==> config.mk <==
export PLATFORM = sky130hd
export DESIGN_NAME = unmerge32_flat
export DESIGN_NICKNAME = d
export VERILOG_FILES = /design/src/rtl/unmerge32_if.sv /design/src/rtl/unmerge32.sv /design/src/flat_wrapper.sv
export SDC_FILE = /design/constraint.sdc
export NUM_CORES = 2
export LEC_CHECK = 0
export ABC_AREA = 1
export BUFFER_PORTS_ARGS = -buffer_cell sky130_fd_sc_hd__buf_2
export CAP_MARGIN = 10
export CORE_AREA = 2 2 422 424
export DETAILED_ROUTE_END_ITERATION = 16
export DIE_AREA = 0 0 424 426
export GPL_TIMING_DRIVEN = 0
export MAX_ROUTING_LAYER = met4
export PLACE_DENSITY = 0.72
export SLEW_MARGIN = 20
export SYNTH_ARGS = -nofsm -noshare
export SYNTH_HDL_FRONTEND = slang
export SYNTH_SLANG_ARGS = --single-unit
==> constraint.sdc <==
create_clock -name clk -period 7.24 [get_ports clk]
set_clock_uncertainty 0.2 [all_clocks]
set_input_delay 0.724 -clock clk [delete_from_list [all_inputs] [get_ports clk]]
set_output_delay 0.724 -clock clk [all_outputs]
set_load 0.1 [all_outputs]
==> src/rtl/unmerge32_if.sv <==
// Stream-side and lane-side signals of the 32-way unmerge unit.
// UNMERGE32_FRAME_COUNT_EN adds the 16-bit frame_count output.
interface unmerge32_if #(
    parameter int DATA_W  = 32,
    parameter int DELAY_W = 32
);
    logic               running;
    logic               run;
    logic [DATA_W-1:0]  in0;
    logic [DELAY_W-1:0] delay0;
    logic [4:0]         lanes0;
    logic [DATA_W-1:0]  out0,  out1,  out2,  out3,  out4,  out5,  out6,  out7;
    logic [DATA_W-1:0]  out8,  out9,  out10, out11, out12, out13, out14, out15;
    logic [DATA_W-1:0]  out16, out17, out18, out19, out20, out21, out22, out23;
    logic [DATA_W-1:0]  out24, out25, out26, out27, out28, out29, out30, out31;
`ifdef UNMERGE32_FRAME_COUNT_EN
    logic [15:0]        frame_count;
`endif
    logic [1:0]         dbg_state;

    modport master (
        output running, run, in0, delay0, lanes0,
        input  out0,  out1,  out2,  out3,  out4,  out5,  out6,  out7,
        input  out8,  out9,  out10, out11, out12, out13, out14, out15,
        input  out16, out17, out18, out19, out20, out21, out22, out23,
        input  out24, out25, out26, out27, out28, out29, out30, out31,
`ifdef UNMERGE32_FRAME_COUNT_EN
        input  frame_count,
`endif
        input  dbg_state
    );

    modport slave (
        input  running, run, in0, delay0, lanes0,
        output out0,  out1,  out2,  out3,  out4,  out5,  out6,  out7,
        output out8,  out9,  out10, out11, out12, out13, out14, out15,
        output out16, out17, out18, out19, out20, out21, out22, out23,
        output out24, out25, out26, out27, out28, out29, out30, out31,
`ifdef UNMERGE32_FRAME_COUNT_EN
        output frame_count,
`endif
        output dbg_state
    );
endinterface

==> src/rtl/unmerge32.sv <==
// De-serializes a merged word stream into up to 32 lanes, committing whole frames at once.
// Optional frame counter enabled by defining UNMERGE32_FRAME_COUNT_EN.
module unmerge32 #(
    parameter int DELAY_W = 32,
    parameter int DATA_W  = 32
) (
    input logic         clk,
    input logic         rst,
    unmerge32_if.slave  bus
);
    typedef enum logic [1:0] {
        S_IDLE = 2'd0,
        S_WAIT = 2'd1,
        S_CAPT = 2'd2
    } state_t;

    state_t             state, state_nxt;
    logic [DELAY_W-1:0] delay;
    logic [4:0]         counter;
    logic [4:0]         lanes_q;
    logic [DATA_W-1:0]  shadow [32];
    logic [DATA_W-1:0]  out_q  [32];
    logic               commit;

    // The unit stays idle after reset until the first run pulse arms it.
    always_comb begin
        state_nxt = state;
        if (bus.run) begin
            state_nxt = (bus.delay0 != '0) ? S_WAIT : S_CAPT;
        end else if (bus.running && state == S_WAIT && delay <= DELAY_W'(1)) begin
            state_nxt = S_CAPT;
        end
    end

    assign commit = !bus.run && bus.running && state == S_CAPT && counter == lanes_q;

    always_ff @(posedge clk or negedge rst) begin
        if (!rst) begin
            state   <= S_IDLE;
            delay   <= '0;
            counter <= '0;
            lanes_q <= '0;
            for (int k = 0; k < 32; k++) begin
                shadow[k] <= '0;
                out_q[k]  <= '0;
            end
        end else begin
            state <= state_nxt;
            if (bus.run) begin
                delay   <= bus.delay0;
                lanes_q <= bus.lanes0;
                counter <= '0;
            end else if (bus.running) begin
                if (state == S_WAIT) begin
                    if (delay != '0) delay <= delay - DELAY_W'(1);
                end else if (state == S_CAPT) begin
                    if (counter < lanes_q) begin
                        shadow[counter] <= bus.in0;
                        counter         <= counter + 5'd1;
                    end else begin
                        // Final word bypasses the shadow so the commit lands on its capture edge.
                        for (int k = 0; k < 32; k++) begin
                            if (k < int'(lanes_q))       out_q[k] <= shadow[k];
                            else if (k == int'(lanes_q)) out_q[k] <= bus.in0;
                        end
                        counter <= '0;
                    end
                end
            end
        end
    end

`ifdef UNMERGE32_FRAME_COUNT_EN
    logic [15:0] frame_count_q;

    always_ff @(posedge clk or negedge rst) begin
        if (!rst)        frame_count_q <= '0;
        else if (bus.run) frame_count_q <= '0;
        else if (commit)  frame_count_q <= frame_count_q + 16'd1;
    end

    assign bus.frame_count = frame_count_q;
`else
    logic unused_commit;
    assign unused_commit = commit;
`endif

    assign bus.dbg_state = state;

    assign bus.out0  = out_q[0];  assign bus.out1  = out_q[1];  assign bus.out2  = out_q[2];  assign bus.out3  = out_q[3];
    assign bus.out4  = out_q[4];  assign bus.out5  = out_q[5];  assign bus.out6  = out_q[6];  assign bus.out7  = out_q[7];
    assign bus.out8  = out_q[8];  assign bus.out9  = out_q[9];  assign bus.out10 = out_q[10]; assign bus.out11 = out_q[11];
    assign bus.out12 = out_q[12]; assign bus.out13 = out_q[13]; assign bus.out14 = out_q[14]; assign bus.out15 = out_q[15];
    assign bus.out16 = out_q[16]; assign bus.out17 = out_q[17]; assign bus.out18 = out_q[18]; assign bus.out19 = out_q[19];
    assign bus.out20 = out_q[20]; assign bus.out21 = out_q[21]; assign bus.out22 = out_q[22]; assign bus.out23 = out_q[23];
    assign bus.out24 = out_q[24]; assign bus.out25 = out_q[25]; assign bus.out26 = out_q[26]; assign bus.out27 = out_q[27];
    assign bus.out28 = out_q[28]; assign bus.out29 = out_q[29]; assign bus.out30 = out_q[30]; assign bus.out31 = out_q[31];
endmodule

==> src/flat_wrapper.sv <==
// flat-port wrapper written by rule: the top's interface ports become plain ports
module unmerge32_flat 
#(
    parameter int DELAY_W = 32,
    parameter int DATA_W  = 32
)
  (clk, rst, bus_running, bus_run, bus_in0, bus_delay0, bus_lanes0, bus_out0, bus_out1, bus_out2, bus_out3, bus_out4, bus_out5, bus_out6, bus_out7, bus_out8, bus_out9, bus_out10, bus_out11, bus_out12, bus_out13, bus_out14, bus_out15, bus_out16, bus_out17, bus_out18, bus_out19, bus_out20, bus_out21, bus_out22, bus_out23, bus_out24, bus_out25, bus_out26, bus_out27, bus_out28, bus_out29, bus_out30, bus_out31, bus_dbg_state);
  unmerge32_if #(.DATA_W(DATA_W), .DELAY_W(DELAY_W)) bus_i ();
  input logic clk;
  input logic rst;
  input wire logic [$bits(bus_i.running)-1:0] bus_running;
  input wire logic [$bits(bus_i.run)-1:0] bus_run;
  input wire logic [$bits(bus_i.in0)-1:0] bus_in0;
  input wire logic [$bits(bus_i.delay0)-1:0] bus_delay0;
  input wire logic [$bits(bus_i.lanes0)-1:0] bus_lanes0;
  output wire logic [$bits(bus_i.out0)-1:0] bus_out0;
  output wire logic [$bits(bus_i.out1)-1:0] bus_out1;
  output wire logic [$bits(bus_i.out2)-1:0] bus_out2;
  output wire logic [$bits(bus_i.out3)-1:0] bus_out3;
  output wire logic [$bits(bus_i.out4)-1:0] bus_out4;
  output wire logic [$bits(bus_i.out5)-1:0] bus_out5;
  output wire logic [$bits(bus_i.out6)-1:0] bus_out6;
  output wire logic [$bits(bus_i.out7)-1:0] bus_out7;
  output wire logic [$bits(bus_i.out8)-1:0] bus_out8;
  output wire logic [$bits(bus_i.out9)-1:0] bus_out9;
  output wire logic [$bits(bus_i.out10)-1:0] bus_out10;
  output wire logic [$bits(bus_i.out11)-1:0] bus_out11;
  output wire logic [$bits(bus_i.out12)-1:0] bus_out12;
  output wire logic [$bits(bus_i.out13)-1:0] bus_out13;
  output wire logic [$bits(bus_i.out14)-1:0] bus_out14;
  output wire logic [$bits(bus_i.out15)-1:0] bus_out15;
  output wire logic [$bits(bus_i.out16)-1:0] bus_out16;
  output wire logic [$bits(bus_i.out17)-1:0] bus_out17;
  output wire logic [$bits(bus_i.out18)-1:0] bus_out18;
  output wire logic [$bits(bus_i.out19)-1:0] bus_out19;
  output wire logic [$bits(bus_i.out20)-1:0] bus_out20;
  output wire logic [$bits(bus_i.out21)-1:0] bus_out21;
  output wire logic [$bits(bus_i.out22)-1:0] bus_out22;
  output wire logic [$bits(bus_i.out23)-1:0] bus_out23;
  output wire logic [$bits(bus_i.out24)-1:0] bus_out24;
  output wire logic [$bits(bus_i.out25)-1:0] bus_out25;
  output wire logic [$bits(bus_i.out26)-1:0] bus_out26;
  output wire logic [$bits(bus_i.out27)-1:0] bus_out27;
  output wire logic [$bits(bus_i.out28)-1:0] bus_out28;
  output wire logic [$bits(bus_i.out29)-1:0] bus_out29;
  output wire logic [$bits(bus_i.out30)-1:0] bus_out30;
  output wire logic [$bits(bus_i.out31)-1:0] bus_out31;
  output wire logic [$bits(bus_i.dbg_state)-1:0] bus_dbg_state;
  assign bus_i.running = bus_running;
  assign bus_i.run = bus_run;
  assign bus_i.in0 = bus_in0;
  assign bus_i.delay0 = bus_delay0;
  assign bus_i.lanes0 = bus_lanes0;
  assign bus_out0 = bus_i.out0;
  assign bus_out1 = bus_i.out1;
  assign bus_out2 = bus_i.out2;
  assign bus_out3 = bus_i.out3;
  assign bus_out4 = bus_i.out4;
  assign bus_out5 = bus_i.out5;
  assign bus_out6 = bus_i.out6;
  assign bus_out7 = bus_i.out7;
  assign bus_out8 = bus_i.out8;
  assign bus_out9 = bus_i.out9;
  assign bus_out10 = bus_i.out10;
  assign bus_out11 = bus_i.out11;
  assign bus_out12 = bus_i.out12;
  assign bus_out13 = bus_i.out13;
  assign bus_out14 = bus_i.out14;
  assign bus_out15 = bus_i.out15;
  assign bus_out16 = bus_i.out16;
  assign bus_out17 = bus_i.out17;
  assign bus_out18 = bus_i.out18;
  assign bus_out19 = bus_i.out19;
  assign bus_out20 = bus_i.out20;
  assign bus_out21 = bus_i.out21;
  assign bus_out22 = bus_i.out22;
  assign bus_out23 = bus_i.out23;
  assign bus_out24 = bus_i.out24;
  assign bus_out25 = bus_i.out25;
  assign bus_out26 = bus_i.out26;
  assign bus_out27 = bus_i.out27;
  assign bus_out28 = bus_i.out28;
  assign bus_out29 = bus_i.out29;
  assign bus_out30 = bus_i.out30;
  assign bus_out31 = bus_i.out31;
  assign bus_dbg_state = bus_i.dbg_state;
  unmerge32 #(.DELAY_W(DELAY_W), .DATA_W(DATA_W)) u_core (.clk(clk), .rst(rst), .bus(bus_i));
endmodule
=== Word level (Yosys, flattened, before mapping) ===
Cells that the tools add are included.

* Bits in registers: 2,092
* Input port bits: 73
* Output and inout port bits: 1,026
* Word-level logic and storage cells: 297

* $add $sub $neg: 2
* Order comparisons: 35
* Equality and inequality tests: 34
* Muxes and demuxes: 77
* Bitwise logic cells: 4
* Reductions and logical operators: 77

{| class="wikitable"
|+ Operators by type and width
! cell !! count
|-
| two-way mux 32 bit || 67
|-
| bitwise mux 1024 bit || 1
|-
| AND reduction 6 bit || 32
|-
| demux 32 bit (select 5 bit) || 1
|-
| == test 5 bit (first input constant) || 16
|-
| < comparator 5 bit (first input constant) || 15
|-
| nonzero test 2 bit || 36
|-
| nonzero test 32 bit || 2
|-
| == test 4 x 5 -> 1 bit (first input constant) || 8
|-
| < comparator 4 x 5 -> 1 bit (first input constant) || 8
|-
| less-or-equal comparator 32 x 1 -> 1 bit (second input constant) || 1
|-
| subtractor 32 x 1 -> 32 bit (second input constant) || 1
|-
| two-way mux 5 bit || 5
|-
| == test 3 x 5 -> 1 bit (first input constant) || 4
|-
| < comparator 3 x 5 -> 1 bit (first input constant) || 4
|-
| == test 2 x 5 -> 1 bit (first input constant) || 2
|-
| < comparator 1 x 5 -> 1 bit (first input constant) || 2
|-
| < comparator 2 x 5 -> 1 bit (first input constant) || 2
|-
| >= comparator 6 bit (second input constant) || 1
|-
| < comparator 6 x 1 -> 1 bit (second input constant) || 1
|-
| two-way mux 2 bit || 3
|-
| inverter 5 -> 6 bit || 1
|-
| AND reduction 3 bit || 2
|-
| adder 5 x 1 -> 5 bit (second input constant) || 1
|-
| 9 further kinds || 13
|}

=== Longest topological paths before layout ===
* Depth after elaboration: 6
* Depth in mapped cells: 14
* Depth with buffers taken out: 12

=== Least setup slack after synthesis ===
No wires, ideal clock.

* Kind: register to register
* Start point: register u_core.state[1] (netlist: u_core.bus.dbg_state[1])
* End point: register u_core.out_q, in the netlist u_core.bus.out26[21]
* Setup time: 0.133 ns
* Arrival: 2.311 ns
* Required time: 6.907 ns
* Slack: 4.596 ns
* Cell stages (with the launch flop): 8
* Clock period less this slack: 2.644 ns
* Cells stage by stage: dfrtp_1 -> nand3_1 -> nor2_1 -> nand2_2 -> buf_2 -> nor3_2 -> clkbuf_1 -> o21ai_0

* Longest elaborated chain between the ends: 3
* Elaborated cells between the ends (all ways): 4

{| class="wikitable"
|+ Ends and longest elaborated chain
! what !! RTL line !! RTL
|-
| from (decl) || unmerge32.sv:17 || <nowiki>state_t state, state_nxt;</nowiki>
|-
| from (signal assigned) || unmerge32.sv:48 || <nowiki>state <= state_nxt;</nowiki>
|-
| == test 2 x 1 -> 1 bit || unmerge32.sv:54 || <nowiki>if (state == S_WAIT) begin</nowiki>
|-
| inverter 1 bit (no line) || - ||
|-
| AND reduction 6 bit (no line) (*) || - ||
|-
| to (decl) || unmerge32.sv:22 || <nowiki>logic [DATA_W-1:0] out_q [32];</nowiki>
|}

Mark *: on every way between the ends. The rest lies on a longest branch, timed or not.
A chain may end at the register's enable or synchronous reset.

=== Final worst setup path ===
* Start point: register u_core.state[0] (netlist: u_core.bus.dbg_state[0])
* End point: register u_core.out_q, in the netlist u_core.bus.out31[22]

Same word-level chain as after synthesis.

==> results by stage <==
Pwr:
- VDD sags by at most 0.264 mV.
- The completed layout was analyzed and its total power is 29.8 mW.
- The static leakage is 54.0 nW.
- In this run the power density over the cells is 283 mW/mm2.

Placement:
- The HPWL after detailed placement is 312000 um.
- In this run the tool buffered the top-level ports with 1097 buffer cells.
- At the end of routability-driven placement, the weighted congestion stood at 1.04.

Floorplanning:
- The die is 426 um tall.
- In this run the count of I/O pins placed on the die edge is 1099.
- The starting density of the core is 0.495.
- The area of the placeable core is 0.176 mm2.
- The row count is 154.
- The horizontal die dimension is 424 um.
- The die covers 0.181 mm2.

Yosys:
- The most used flip-flop cell after synthesis is dfrtp_1.
- The library cell with the highest instance count after synthesis is nand2_1.
- The number of synthesis warnings is 0.
- The largest area contributor in the synthesized netlist is dfrtp_1.
- Averaged over all synthesized cells, the footprint is 8.72 um2.
- The net count after synthesis is 10100.
- The sequential-to-total area share from yosys stat is 0.593.
- The synthesized netlist contains 33 unique library cells.
- After synthesis, the most frequently instantiated cells are nand2_1, o21ai_0, dfrtp_1.
- The count of mapped cells out of synthesis is 9971.
- In the synthesized netlist the async set-or-reset flop fraction comes to 1.00.
- Sorting the synthesized cells by area gives the leading types as dfrtp_1, nand2_1, o21ai_0.
- After synthesis the netlist holds a flip-flop and latch count of 2060.
- The share of the synthesized area in the top cell type is 0.593.
- In this run, synthesis inferred 0 flip-flops with an integrated enable.
- The post-synthesis instance area is 0.0870 mm2.

STA:
- The setup violation total in the final timing report is 0.
- The number of hold violations in the final report is 0.
- Counting I/O delays and the setup requirement, the final critical path takes 4.62 ns.
- Headroom to the max-slew limit came out at 0.0688.
- Setup repair after global routing left no endpoint under its margin.
- The setup TNS is 0 ns.
- Of the available clock period, the critical path in the final layout requires 0.639.
- The transition time at the pin with the least slew margin is 1.40 ns.
- The max-slew violation count is 0.
- The top achievable clock speed is 0.216 GHz.

Setup path:
- Data on the critical path is required at its endpoint by 7.73 ns.
- The worst setup path is launched from a flip-flop.
- For the worst setup path, the data arrival time is 5.11 ns.
- The maximum fanout along the worst path is 10.
- The path type of the worst setup path is reg -> reg.
- STA classifies the critical path endpoint as a flip-flop.

Global route:
- The via count of the first global-routing pass came to 81100.
- The global-route wire length before repair is 595000 um.
- The initial antenna violation count was 80.
- Entering global routing, the biggest net connects 145 pins.
- After global routing the overflow that remains totals 0.
- Across every metal layer, demand over resource in global routing totals 0.484.

Route:
- The detail route stage leaves a number of antenna-violating nets equal to 0.
- The detailed-route wire length per cell is 31.0 um.
- The first TritonRoute pass finished after 7 iterations.
- The final layout contains routed wiring with a total length of 433000 um.
- The residual DRC count is 0.
- The detailed-route via count is 86400.
- The number of vias per cell is 6.18.
- After the first detailed-routing iteration, the DRC count stood at 14200.

Cells and area:
- The utilization of the core after routing is 0.599.
- The share of final-layout standard cells stronger than drive strength 1 is 0.155.
- The register with the highest flop count is u_core.shadow.
- Relative to the synthesized area, the layout overhead comes to 21.0%.
- The number of flip-flops under the largest register name is 992.
- The layout net count is 11500.

Worst hold path:
- In this run the worst hold path is classified as in -> reg.

Clock tree:
- The clock tree synthesis step divided the H-tree into 4 levels.
- The clock reaches the later pin of the worst-skew pair after 0.89 ns.
- The cell sitting at the root of the clock tree is a clkbuf_16.
- In this run the deepest clock path goes through 3 buffers.
- The number of clock sinks is 2060.
- In this run the post-CTS setup repair buffer count came out at 0.
- The clock tree from TritonCTS is built.
- The register clock-pin slew on the reported worst setup and hold paths is 0.07 ns.
- The number of buffers inserted during clock tree synthesis is 212.

Run status:
- The run finished with clean final reports.

Flow run:
- The tool flagged a number of max-cap violations equal to 0.
==> power by group <==
group	switching [mW]	leakage, nW	internal [mW]	total [mW]
clock	5.00	3.77	7.05	12.1
combinational	4.66	22.1	0.812	5.47
sequential	0.354	28.1	11.9	12.3
==> worst paths after layout <==
kind	slack (ns)	cells after the start	start	to
min in group asynchronous	0.15	2	rst	u_core.bus.dbg_state[1]$_DFFE_PN0P_
min reg2reg	0.28	2	u_core.bus.out10[27]$_DFFE_PN0P_	u_core.bus.out10[27]$_DFFE_PN0P_
max	2.62	8	u_core.bus.dbg_state[0]$_DFFE_PN0P_	u_core.bus.out31[22]$_DFFE_PN0P_
max reg2reg	2.62	8	u_core.bus.dbg_state[0]$_DFFE_PN0P_	u_core.bus.out31[22]$_DFFE_PN0P_
min	0.04	5	bus_delay0[20]	u_core.delay[20]$_DFFE_PN0P_
max in group asynchronous	3.42	7	rst	u_core.bus.out31[12]$_DFFE_PN0P_
==> layout make-up <==
class,instances,area [um2]
inverters,267,1000
flip-flops and latches,2060,51500
repair buffers,1205,7400
plain buffers,872,3570
diodes,61,153
fillers,15700,70500
clock inverters,106,1390
multi-input cells,6772,31100
well taps,2340,2930
clock buffers,297,6230
==> repair_timing <==
item,4_1_cts,5_1_grt
resized for setup,0,0
endpoints found under the setup margin,0,0
hold endpoints to repair,158,0
hold buffers,56,0
==> through the flow <==
stage                     instances  cell area (um2)  hold WS, ns  setup slack (ns)
after floorplan                9971            87000        0.228              4.60
after global placement        13400            95400        0.260            -39.54
after detailed placement      13500            96900        0.265              2.56
after CTS                     13900           105000      0.00441              2.87
after global routing          14000           105000       0.0479              2.73
final                         14000           105000       0.0369              2.62
==> cell usage in the layout, fill, tap and decap left out, types with 5 or more instances in the layout <==
master            n
nand2_1        3303
inv_6             7
clkinv_4          8
clkbuf_1        646
diode_2          61
clkinv_2         48
clkinvlp_4       10
nor2_2            9
inv_2            14
bufinv_16        29
a21oi_1         135
o21ai_0        2329
buf_2          1208
nor2_1          273
buf_1            22
o31ai_1          32
o21ai_1          39
ha_1             11
xnor2_1           8
clkbuf_8         52
nand4_1           9
clkbuf_2        120
dfrtp_1        2060
o21a_1          192
clkbuf_16       216
o22ai_1          34
buf_8             5
nand3_1          50
o211ai_1        323
buf_16           43
inv_1           251
dlygate4sd3_1    56
==> kinds of logic (layout without fill, tap and decap cells) <==
group / Yosys count / after routing / share of synthesized area
fa+ha+maj: 11 / 11 / 0.00158
simple gates: 3653 / 3653 / 0.159
buf+inv: 1139 / 2747 / 0.0506
other cells: 0 / 61 / 0
flops: 2060 / 2060 / 0.593
compound gates: 3096 / 3096 / 0.195
xor+xnor: 12 / 12 / 0.00121
==> worst max-delay path: stages, from the launching register on <==
cell	delay (ns)
dfrtp_1	0.39
inv_1	0.07
nand3_1	0.24
nor2_1	0.67
nand2_2	0.36
buf_2	0.41
nor3_4	0.90
clkbuf_1	0.93
o21ai_0	0.23
==> per-layer routing <==
layer  track usage  part of all wire  vias up
met5             -                 0        -
met4         0.430              0.11        0
met3         0.180              0.14     1845
met2         0.653              0.41     6541
met1         0.560              0.34    42300
li1              -                 -    35800
(Power assumes the default switching activity.)
